## src/rtl/uart_rx_edge_sampler.sv

```systemverilog
// UART RX oversampling timebase, 3-sample majority bit recovery and LSB-first deserializer.
// Latency: SAMPLED_BIT valid one cycle after the third sample; no backpressure, all strobes come from the RX FSM.
module uart_rx_edge_sampler (
    input  logic       CLK,
    input  logic       RST,
    input  logic       RX_IN,
    input  logic [5:0] PRESCALE,
    input  logic       COUNTER_EN,
    input  logic       COUNT_RST,
    input  logic       SAMPLER_EN,
    input  logic       DESERIALIZER_EN,
    output logic [4:0] EDGE_COUNT,
    output logic [3:0] BIT_COUNT,
    output logic       SAMPLED_BIT,
    output logic [7:0] P_DATA
);

    logic [4:0] last_edge;
    logic [4:0] first_sample;
    logic       edge_wrap;
    logic       sample_0;
    logic       sample_1;
    logic       vote;

    // Unsupported ratios fall back to 8x oversampling.
    always_comb begin
        last_edge    = 5'd7;
        first_sample = 5'd2;
        case (PRESCALE)
            6'd16: begin
                last_edge    = 5'd15;
                first_sample = 5'd6;
            end
            6'd32: begin
                last_edge    = 5'd31;
                first_sample = 5'd14;
            end
            default: begin
                last_edge    = 5'd7;
                first_sample = 5'd2;
            end
        endcase
    end

    // ">=" also recovers an edge count left out of range by a prescale change.
    assign edge_wrap = (EDGE_COUNT >= last_edge);
    assign vote      = (sample_0 & sample_1) | (sample_0 & RX_IN) | (sample_1 & RX_IN);

    always_ff @(posedge CLK or negedge RST) begin
        if (!RST) begin
            EDGE_COUNT <= 5'd0;
            BIT_COUNT  <= 4'd0;
        end else if (!COUNT_RST) begin
            EDGE_COUNT <= 5'd0;
            BIT_COUNT  <= 4'd0;
        end else if (COUNTER_EN) begin
            if (edge_wrap) begin
                EDGE_COUNT <= 5'd0;
                BIT_COUNT  <= BIT_COUNT + 4'd1;
            end else begin
                EDGE_COUNT <= EDGE_COUNT + 5'd1;
            end
        end
    end

    always_ff @(posedge CLK or negedge RST) begin
        if (!RST) begin
            sample_0    <= 1'b1;
            sample_1    <= 1'b1;
            SAMPLED_BIT <= 1'b1;
        end else if (COUNTER_EN) begin
            if (EDGE_COUNT == first_sample)
                sample_0 <= RX_IN;
            if (EDGE_COUNT == first_sample + 5'd1)
                sample_1 <= RX_IN;
            if (SAMPLER_EN && (EDGE_COUNT == first_sample + 5'd2))
                SAMPLED_BIT <= vote;
        end
    end

    always_ff @(posedge CLK or negedge RST) begin
        if (!RST)
            P_DATA <= 8'h00;
        else if (DESERIALIZER_EN)
            P_DATA <= {SAMPLED_BIT, P_DATA[7:1]};
    end

endmodule

```

## config.mk

```make
export PLATFORM = sky130hd
export DESIGN_NAME = uart_rx_edge_sampler
export DESIGN_NICKNAME = d
export VERILOG_FILES = /design/src/rtl/uart_rx_edge_sampler.sv
export SDC_FILE = /design/constraint.sdc
export NUM_CORES = 1
export LEC_CHECK = 0
export BUFFER_PORTS_ARGS = -buffer_cell sky130_fd_sc_hd__buf_2
export CORE_MARGIN = 1
export CORE_UTILIZATION = 46
export DETAILED_ROUTE_END_ITERATION = 7
export GPL_TIMING_DRIVEN = 1
export PLACE_DENSITY_LB_ADDON = 0.2
export SYNTH_ARGS = -nofsm -noshare
export SYNTH_HDL_FRONTEND = slang
export SYNTH_SLANG_ARGS = --single-unit
```

## constraint.sdc

```tcl
create_clock -name CLK -period 2 [get_ports CLK]
set_clock_uncertainty 0.15 [all_clocks]
set_input_delay 0 -clock CLK [delete_from_list [all_inputs] [get_ports CLK]]
set_output_delay 0 -clock CLK [all_outputs]
set_load 0.1 [all_outputs]
```

Word-level counts from Yosys, hierarchy flattened
Cells that the tools add are included.

word-level totals
  bits in registers = 20
  word-level logic and storage cells = 36

cells by class
  $add $sub $neg = 4
  order comparisons = 1
  equality and inequality tests = 7
  muxes and demuxes = 8
  bitwise logic cells = 5
  reductions and logical operators = 5

operators with widths
  kind                                                                      number
  5-bit equality test                                                       3
  5-bit 2-to-1 mux                                                          3
  4-bit 2-to-1 mux                                                          3
  5-bit by 1-bit adder with 5-bit output (second input constant)            2
  5-bit one-hot mux with 2 select lines                                     1
  4-bit one-hot mux with 2 select lines                                     1
  2-bit AND reduction                                                       4
  6-bit by 5-bit equality test with 1-bit output (second input constant)    1
  6-bit equality test (second input constant)                               1
  5-bit by 2-bit adder with 5-bit output (second input constant)            1
  5-bit greater-or-equal comparator                                         1
  4-bit by 1-bit adder with 4-bit output (second input constant)            1
  1-bit bitwise AND                                                         3
  2-bit by 1-bit inequality test with 1-bit output (second input constant)  1
  2-bit inequality test (second input constant)                             1
  1-bit OR                                                                  2
  1-bit logical AND                                                         1

Depth between registers and ports, before layout
Gate-level depths: netlist of run 1.

  depth in word-level cells = 6
  depth in mapped cells = 7
  depth with buffers taken out = 7

Worst setup path before layout of run 1
OpenSTA, ideal clock, no wires.

  path kind = reg2reg
  start = register EDGE_COUNT[4]
  end = register BIT_COUNT[0]
  data arrival time = 2.316 ns
  required time = 1.723 ns
  setup slack = -0.593 ns
  stages on the path, launching flop included = 6
  path through = dfrtp_1 -> ha_1 -> and3_4 -> a221oi_4 -> nor2_2 -> mux2_4

between the ends
  word-level cells in the longest chain between the ends = 3

ends and longest elaborated chain
  what                                                               line  RTL
  start, declared                                                    12    output logic [4:0] EDGE_COUNT,
  start signal, assigned                                             61    EDGE_COUNT <= EDGE_COUNT + 5'd1;
  5-bit greater-or-equal comparator                                  46    assign edge_wrap = (EDGE_COUNT >= last_edge);
  2-bit by 1-bit inequality test with 1-bit output (no source line)  n/a
  2-bit AND reduction (no source line)                               n/a
  end signal, assigned                                               59    BIT_COUNT <= BIT_COUNT + 4'd1;
  end, declared                                                      13    output logic [3:0] BIT_COUNT,

No other way between the ends.
A chain may end at the register's enable or synchronous reset.

Worst setup path in the final report of run 1
  start = register EDGE_COUNT[3]
  end = register sample_1

between the ends
  word-level cells in the longest chain between the ends = 2

ends and longest elaborated chain
  what                                  line  RTL
  5-bit equality test                   74    if (EDGE_COUNT == first_sample + 5'd1)
  2-bit AND reduction (no source line)  n/a
  end signal, assigned                  69    sample_1 <= 1'b1;
  end signal, assigned                  75    sample_1 <= RX_IN;
  end, declared                         22    logic sample_1;

No other way between the ends.

==> results.cfg, run 1 <==
[timing]
final.hold.worst_slack_ps = 10.9
max-slew-margin-rel_pct = 67.5
drv_slew = 0
measured_slew_at_the_worst_slew_check_pin_ps = 490
timing.final.setup_violations = 0
timing_hold_violations_final = 0
finalWorstSetupSlack_ps = 87.5
grt_setup_unrepaired = no
layout_min_cycle_time_ps = 1910
f_max_mhz = 523
layout_worst_path_cycle_share_pct = 95.6

[clock_network]
cts_resized = 0
clock-root-buffer = clkbuf_4
clock_tree_from_tritoncts = built
worst_skew_pair.late_latency_ps = 290
clock_path_buffers = 2
htree_levels = 1
clkTransAtPathRegs_ps = 110
clkSinkCount = 20
cts_made_buffers = 3

[synthesis]
ys_seq_elements = 20
synth_top_flop_cell = dfrtp_1
synth_area_um2 = 1190
seq_area_frac_synth_pct = 42.4
number_of_enable_flip_flop_cells_after_synthesis = 0
async_reset_ff_share_pct = 100
synth.yosys.warnings = 0
syn_nets = 127
syn_inst = 108
netlist-cell-type-count = 40
avgSynthCellArea_um2 = 11.0

[global_route]
grt_pass1_vias = 945
grt_first_pass_wirelength_mm = 4.04
grt_start_max_net_pins = 21
grt_overflow = 0
grt_util_all_layers_pct = 20.2
number_of_antenna_violations_at_the_first_check_in_global_routing = 0

[route]
remaining_drc_errors = 0
drt_iter0_markers = 22
detail-route-antenna-nets = 0
routed-via-count = 986
detailedRoute.firstPassIterationCount = 4
avgRoutedWirePerCell_um = 13.6
via_per_inst = 5.33
totalWireLength_mm = 2.51

[die]
chipWidth_um = 52.9
fp.dieArea_um2 = 2790
floorplan.initialDensity_pct = 48.5
std_cell_rows = 18
die-height_um = 52.9
core_area_um2 = 2450
num_io_pins = 31

[placed_design]
port_buffers = 30
final_estimated_routing_congestion_in_global_placement = 0.873
placement.cell_area_um2 = 1470
dp_slack_ps = -48.9
hpwl_mm = 1.95

[hold_path]
hold_path_class = primary input to asynchronous set/reset pin

[worst_setup_path]
worstPathArrival_ps = 1990
setup.worst_path.class = flip-flop to flip-flop
worst_ep_required_time_ps = 2080
worst-path-max-fanout = 7
worst_setup_path_end_kind = flip-flop
timing.critical_path.from_type = flip-flop

[cells_and_area]
antennaDiodeCount = 0
area_growth_syn_to_layout_pct = 32.8
finalCoreUtilization_pct = 64.4
final_layout_size_suffix_gt1_share_pct = 45.2
final_nets = 175
stdcell_area_um2 = 1580

[power_and_ir_drop]
design_power_total_mw = 1.02
power_per_cell_area_nw_per_um2 = 645
irDropWorstVdd_v = 0.000759
cellLeakagePower_nw = 0.660

[outcome]
status = finished clean

[run]
max-cap-violations = 0
==> flip-flops by register name, indices dropped and copies added, names as in the netlist <==
register	cells
sample_0	1
sample_1	1
BIT_COUNT	4
P_DATA	8
SAMPLED_BIT	1
EDGE_COUNT	5
==> worst max-delay path, stage by stage, from the launching register on <==
cell and delay, ps:
dfrtp_4 520, buf_4 180, nor4bb_1 300, a311oi_1 120
a31oi_1 240, mux2_1 340
==> metrics by stage <==
stage               setup TNS, ps  instances
global placement            -1.04        173
CTS                             0        183
finish                          0        185
detailed placement           -104        173
global route                    0        185
floorplan                   -72.4        108
==> final timing paths <==
path,from,endpoint,slack [ps],cells after the start
max,EDGE_COUNT[3],sample_1,90,5
min,RST,EDGE_COUNT[4],10,2
max reg2reg,EDGE_COUNT[3],sample_1,90,5
min reg2reg,P_DATA[0],P_DATA[0],380,1
max in group asynchronous,RST,EDGE_COUNT[1],1350,2
min in group CLK,PRESCALE[4],SAMPLED_BIT,70,4
==> report_power, final <==
part / internal (mW) / switching [mW] / leakage, nW / total (mW)
clock: 0.111 / 0.121 / 0.0210 / 0.232
sequential: 0.450 / 0.0318 / 0.215 / 0.482
combinational: 0.0921 / 0.213 / 0.424 / 0.305
total: 0.653 / 0.366 / 0.660 / 1.02
==> cells by family (layout without fill, tap and decap cells) <==
kind of cell             after synthesis  count (layout)  synth area share [%]
adder cells (fa/ha/maj)                7               7                  7.15
AO/OA/AOI/OAI                         19              19                  12.6
buffers and inverters                  7              54                  3.15
multiplexers                          11              11                  10.7
AND/OR/NAND/NOR                       41              41                  21.8
flip-flops                            20              20                  42.4
XOR/XNOR                               3               3                  2.21
==> synth_stat cells, types with 2 or more instances <==
cell,number,area [um2]
ha_1,6,75.1
xor2_1,2,17.5
nand4_1,4,25.0
dfrtp_1,17,425
o21ai_1,4,20.0
dfstp_2,3,78.8
nand2_1,8,30.0
or3_1,2,12.5
nand3_1,3,15.0
mux2_2,8,90.1
a21boi_1,3,22.5
nor4bb_1,2,20.0
nand2b_1,3,18.8
a311oi_1,2,17.5
mux2_1,2,22.5
a31oi_1,2,12.5
o21ai_0,2,10.0
nor2_1,5,18.8
nor2b_1,6,37.5
inv_1,4,15.0
==> cell type report <==
cell class / count / area [um2]
sequential: 20 / 520
multi-input combinational: 81 / 686
fill: 200 / 875
inverter: 4 / 15.0
tap: 30 / 37.5
clock buffer: 4 / 36.3
timing repair buffer: 46 / 285
==> metal layers <==
metal	GRT usage, %	share of wire [%]
met5	0	0
met2	34.8	51
met3	3.45	2.7
met1	25.8	46
met4	5.26	0
==> cell usage in the layout (no fill, tap or decap), types with 2 or more instances in the layout <==
master | synthesis | final
dfrtp_1 | 17 | 12
a21boi_1 | 3 | 3
inv_1 | 4 | 4
clkbuf_4 | 0 | 3
nand2b_1 | 3 | 3
dfstp_2 | 3 | 3
ha_1 | 6 | 3
a31oi_1 | 2 | 2
buf_4 | 1 | 10
mux2_1 | 2 | 2
nor2b_1 | 6 | 6
nand3_1 | 3 | 3
nand2_1 | 8 | 8
ha_4 | 0 | 3
nand4_1 | 4 | 4
nor4bb_1 | 2 | 2
dlygate4sd3_1 | 0 | 6
buf_2 | 0 | 30
o21ai_1 | 4 | 5
a311oi_1 | 2 | 2
xor2_1 | 2 | 2
or3_1 | 2 | 2
nor2_1 | 5 | 5
dfrtp_4 | 0 | 4
mux2_2 | 8 | 8
==> what timing repair did <==
item                       CTS  global route
hold endpoints to repair    36             0
hold buffers                 6             0
setup buffers                0             2
setup endpoints to repair    0             2
Power figures use the tool's default switching activity.
==> inputs of run 2 (changes only) <==
--- a/config.mk
+++ b/config.mk
@@ -11,6 +11,7 @@
 export DETAILED_ROUTE_END_ITERATION = 7
 export GPL_TIMING_DRIVEN = 1
 export PLACE_DENSITY_LB_ADDON = 0.2
+export REMOVE_ABC_BUFFERS = 1
 export SYNTH_ARGS = -nofsm -noshare
 export SYNTH_HDL_FRONTEND = slang
 export SYNTH_SLANG_ARGS = --single-unit
==> results.cfg, run 2 (synthesis gave the netlist of run 1 again) <==
[cells_and_area]
reg.largest.list = P_DATA (8), EDGE_COUNT (5), BIT_COUNT (4)
commonest_non_fill_non_tap_cells_in_the_layout = 30 x buf_2, 17 x dfrtp_1, 9 x buf_4
final_layout_size_suffix_gt1_share_pct = 39.6
mostFrequentLayoutCell = buf_2
finish.cell_count_without_fillers = 184
fillers = 204
final_nets = 174
stdcell_area_um2 = 1540
largest_register_ffs = 8
antennaDiodeCount = 0
max_flop_register = P_DATA
area_growth_syn_to_layout_pct = 29.0

[global_route]
grt_first_pass_wirelength_mm = 4.16
number_of_antenna_violations_at_the_first_check_in_global_routing = 0
grt_overflow = 0
grt_start_max_net_pins = 21
grt_pass1_vias = 963
grt_util_all_layers_pct = 20.7

[timing]
drv_slew = 0
layout_min_cycle_time_ps = 1850
timing.final.setup_violations = 0
grt_setup_unrepaired = no
measured_slew_at_the_worst_slew_check_pin_ps = 488
timing_hold_violations_final = 0
layout_worst_path_cycle_share_pct = 92.5
f_max_mhz = 541
max-slew-margin-rel_pct = 67.7

[clock_network]
clock_tree_from_tritoncts = built
clock_path_buffers = 2
worst_skew_pair.late_latency_ps = 300
clkSinkCount = 20
clkTransAtPathRegs_ps = 120
clock-root-buffer = clkbuf_4
cts_made_buffers = 3
htree_levels = 1
post-cts-setup-buffers = 0

[die]
num_io_pins = 31
fp.dieArea_um2 = 2790
die-height_um = 52.9
core_area_um2 = 2450
floorplan.initialDensity_pct = 48.5
chipWidth_um = 52.9
std_cell_rows = 18

[route]
avgRoutedWirePerCell_um = 13.8
remaining_drc_errors = 0
detail-route-antenna-nets = 0
detailedRoute.firstPassIterationCount = 4
via_per_inst = 5.40
totalWireLength_mm = 2.54
routed-via-count = 994
drt_iter0_markers = 19

[worst_setup_path]
worstPathArrival_ps = 1940
worst_setup_path_end_kind = flip-flop
timing.critical_path.from_type = flip-flop
worst-path-max-fanout = 8
setup.worst_path.class = flip-flop to flip-flop
worst_ep_required_time_ps = 2090

[outcome]
status = finished clean

[hold_path]
hold_path_class = primary input to asynchronous set/reset pin

[power_and_ir_drop]
power_per_cell_area_nw_per_um2 = 730
irDropWorstVdd_v = 0.000811
cellLeakagePower_nw = 0.670

[placed_design]
placedCellCount = 174
placement.cell_area_um2 = 1420
final_estimated_routing_congestion_in_global_placement = 0.856
hpwl_mm = 1.93
port_buffers = 30

[run]
max-cap-violations = 0
-- run 2: layer usage --
metal,global-route usage [%],wire length (um)
met1,24.6,1100
met2,36.5,1310
met3,6.90,128
met4,3.07,0
met5,0,0
-- run 2: critical path: stages (launching register included) --
cell	delay [ps]
dfrtp_1	400
ha_1	300
and3_4	200
a221oi_4	70
buf_4	170
or3_1	340
a21boi_1	160
-- run 2: path summary, 6_finish.rpt --
check / startpoint / end / slack (ps) / depth (start not counted)
worst max-delay path: EDGE_COUNT[4] / BIT_COUNT[2] / 150 / 6
worst min-delay path: RST / P_DATA[6] / 20 / 2
worst max register to register: EDGE_COUNT[4] / BIT_COUNT[2] / 150 / 6
worst min register to register: P_DATA[0] / P_DATA[0] / 390 / 1
max in group asynchronous: RST / sample_0 / 1340 / 2
min in group CLK: PRESCALE[4] / SAMPLED_BIT / 60 / 4
-- run 2: timing repair --
action	in CTS	in global routing
gates resized for setup	0	0
endpoints found under the hold margin	37	0
hold buffers	6	0
-- run 2: power breakdown --
part | internal (mW) | leakage, nW | switching, mW
clock network | 0.203 | 0.0279 | 0.132
logic | 0.0927 | 0.419 | 0.217
registers | 0.448 | 0.224 | 0.0297
-- run 2: cell type report --
class	count	area [um2]	area share, %
Multi-Input combinational cell	81	648	42.2
Sequential cell	20	504	32.8
Timing Repair Buffer	45	278	18.1
Tap cell	30	37.5	2.44
Clock inverter	1	30.0	1.96
Clock buffer	3	22.5	1.47
Inverter	4	15.0	0.978
-- run 2: per-stage QoR --
step | TNS [ps] | utilization, % | worst slack (ps) | hold slack, ps | total power, mW
finish | 0 | 62.5 | 150 | 24.8 | 1.12
global route | 0 | 62.5 | 33.6 | 56.0 | 1.17
CTS | 0 | 62.5 | 136 | 21.5 | 1.13
detailed placement | -345 | 58.0 | -115 | -175 | 0.786
global placement | -64.8 | 58.0 | -28.0 | -184 | 0.775
floorplan | -4910 | - | -675 | -446 | 0.700
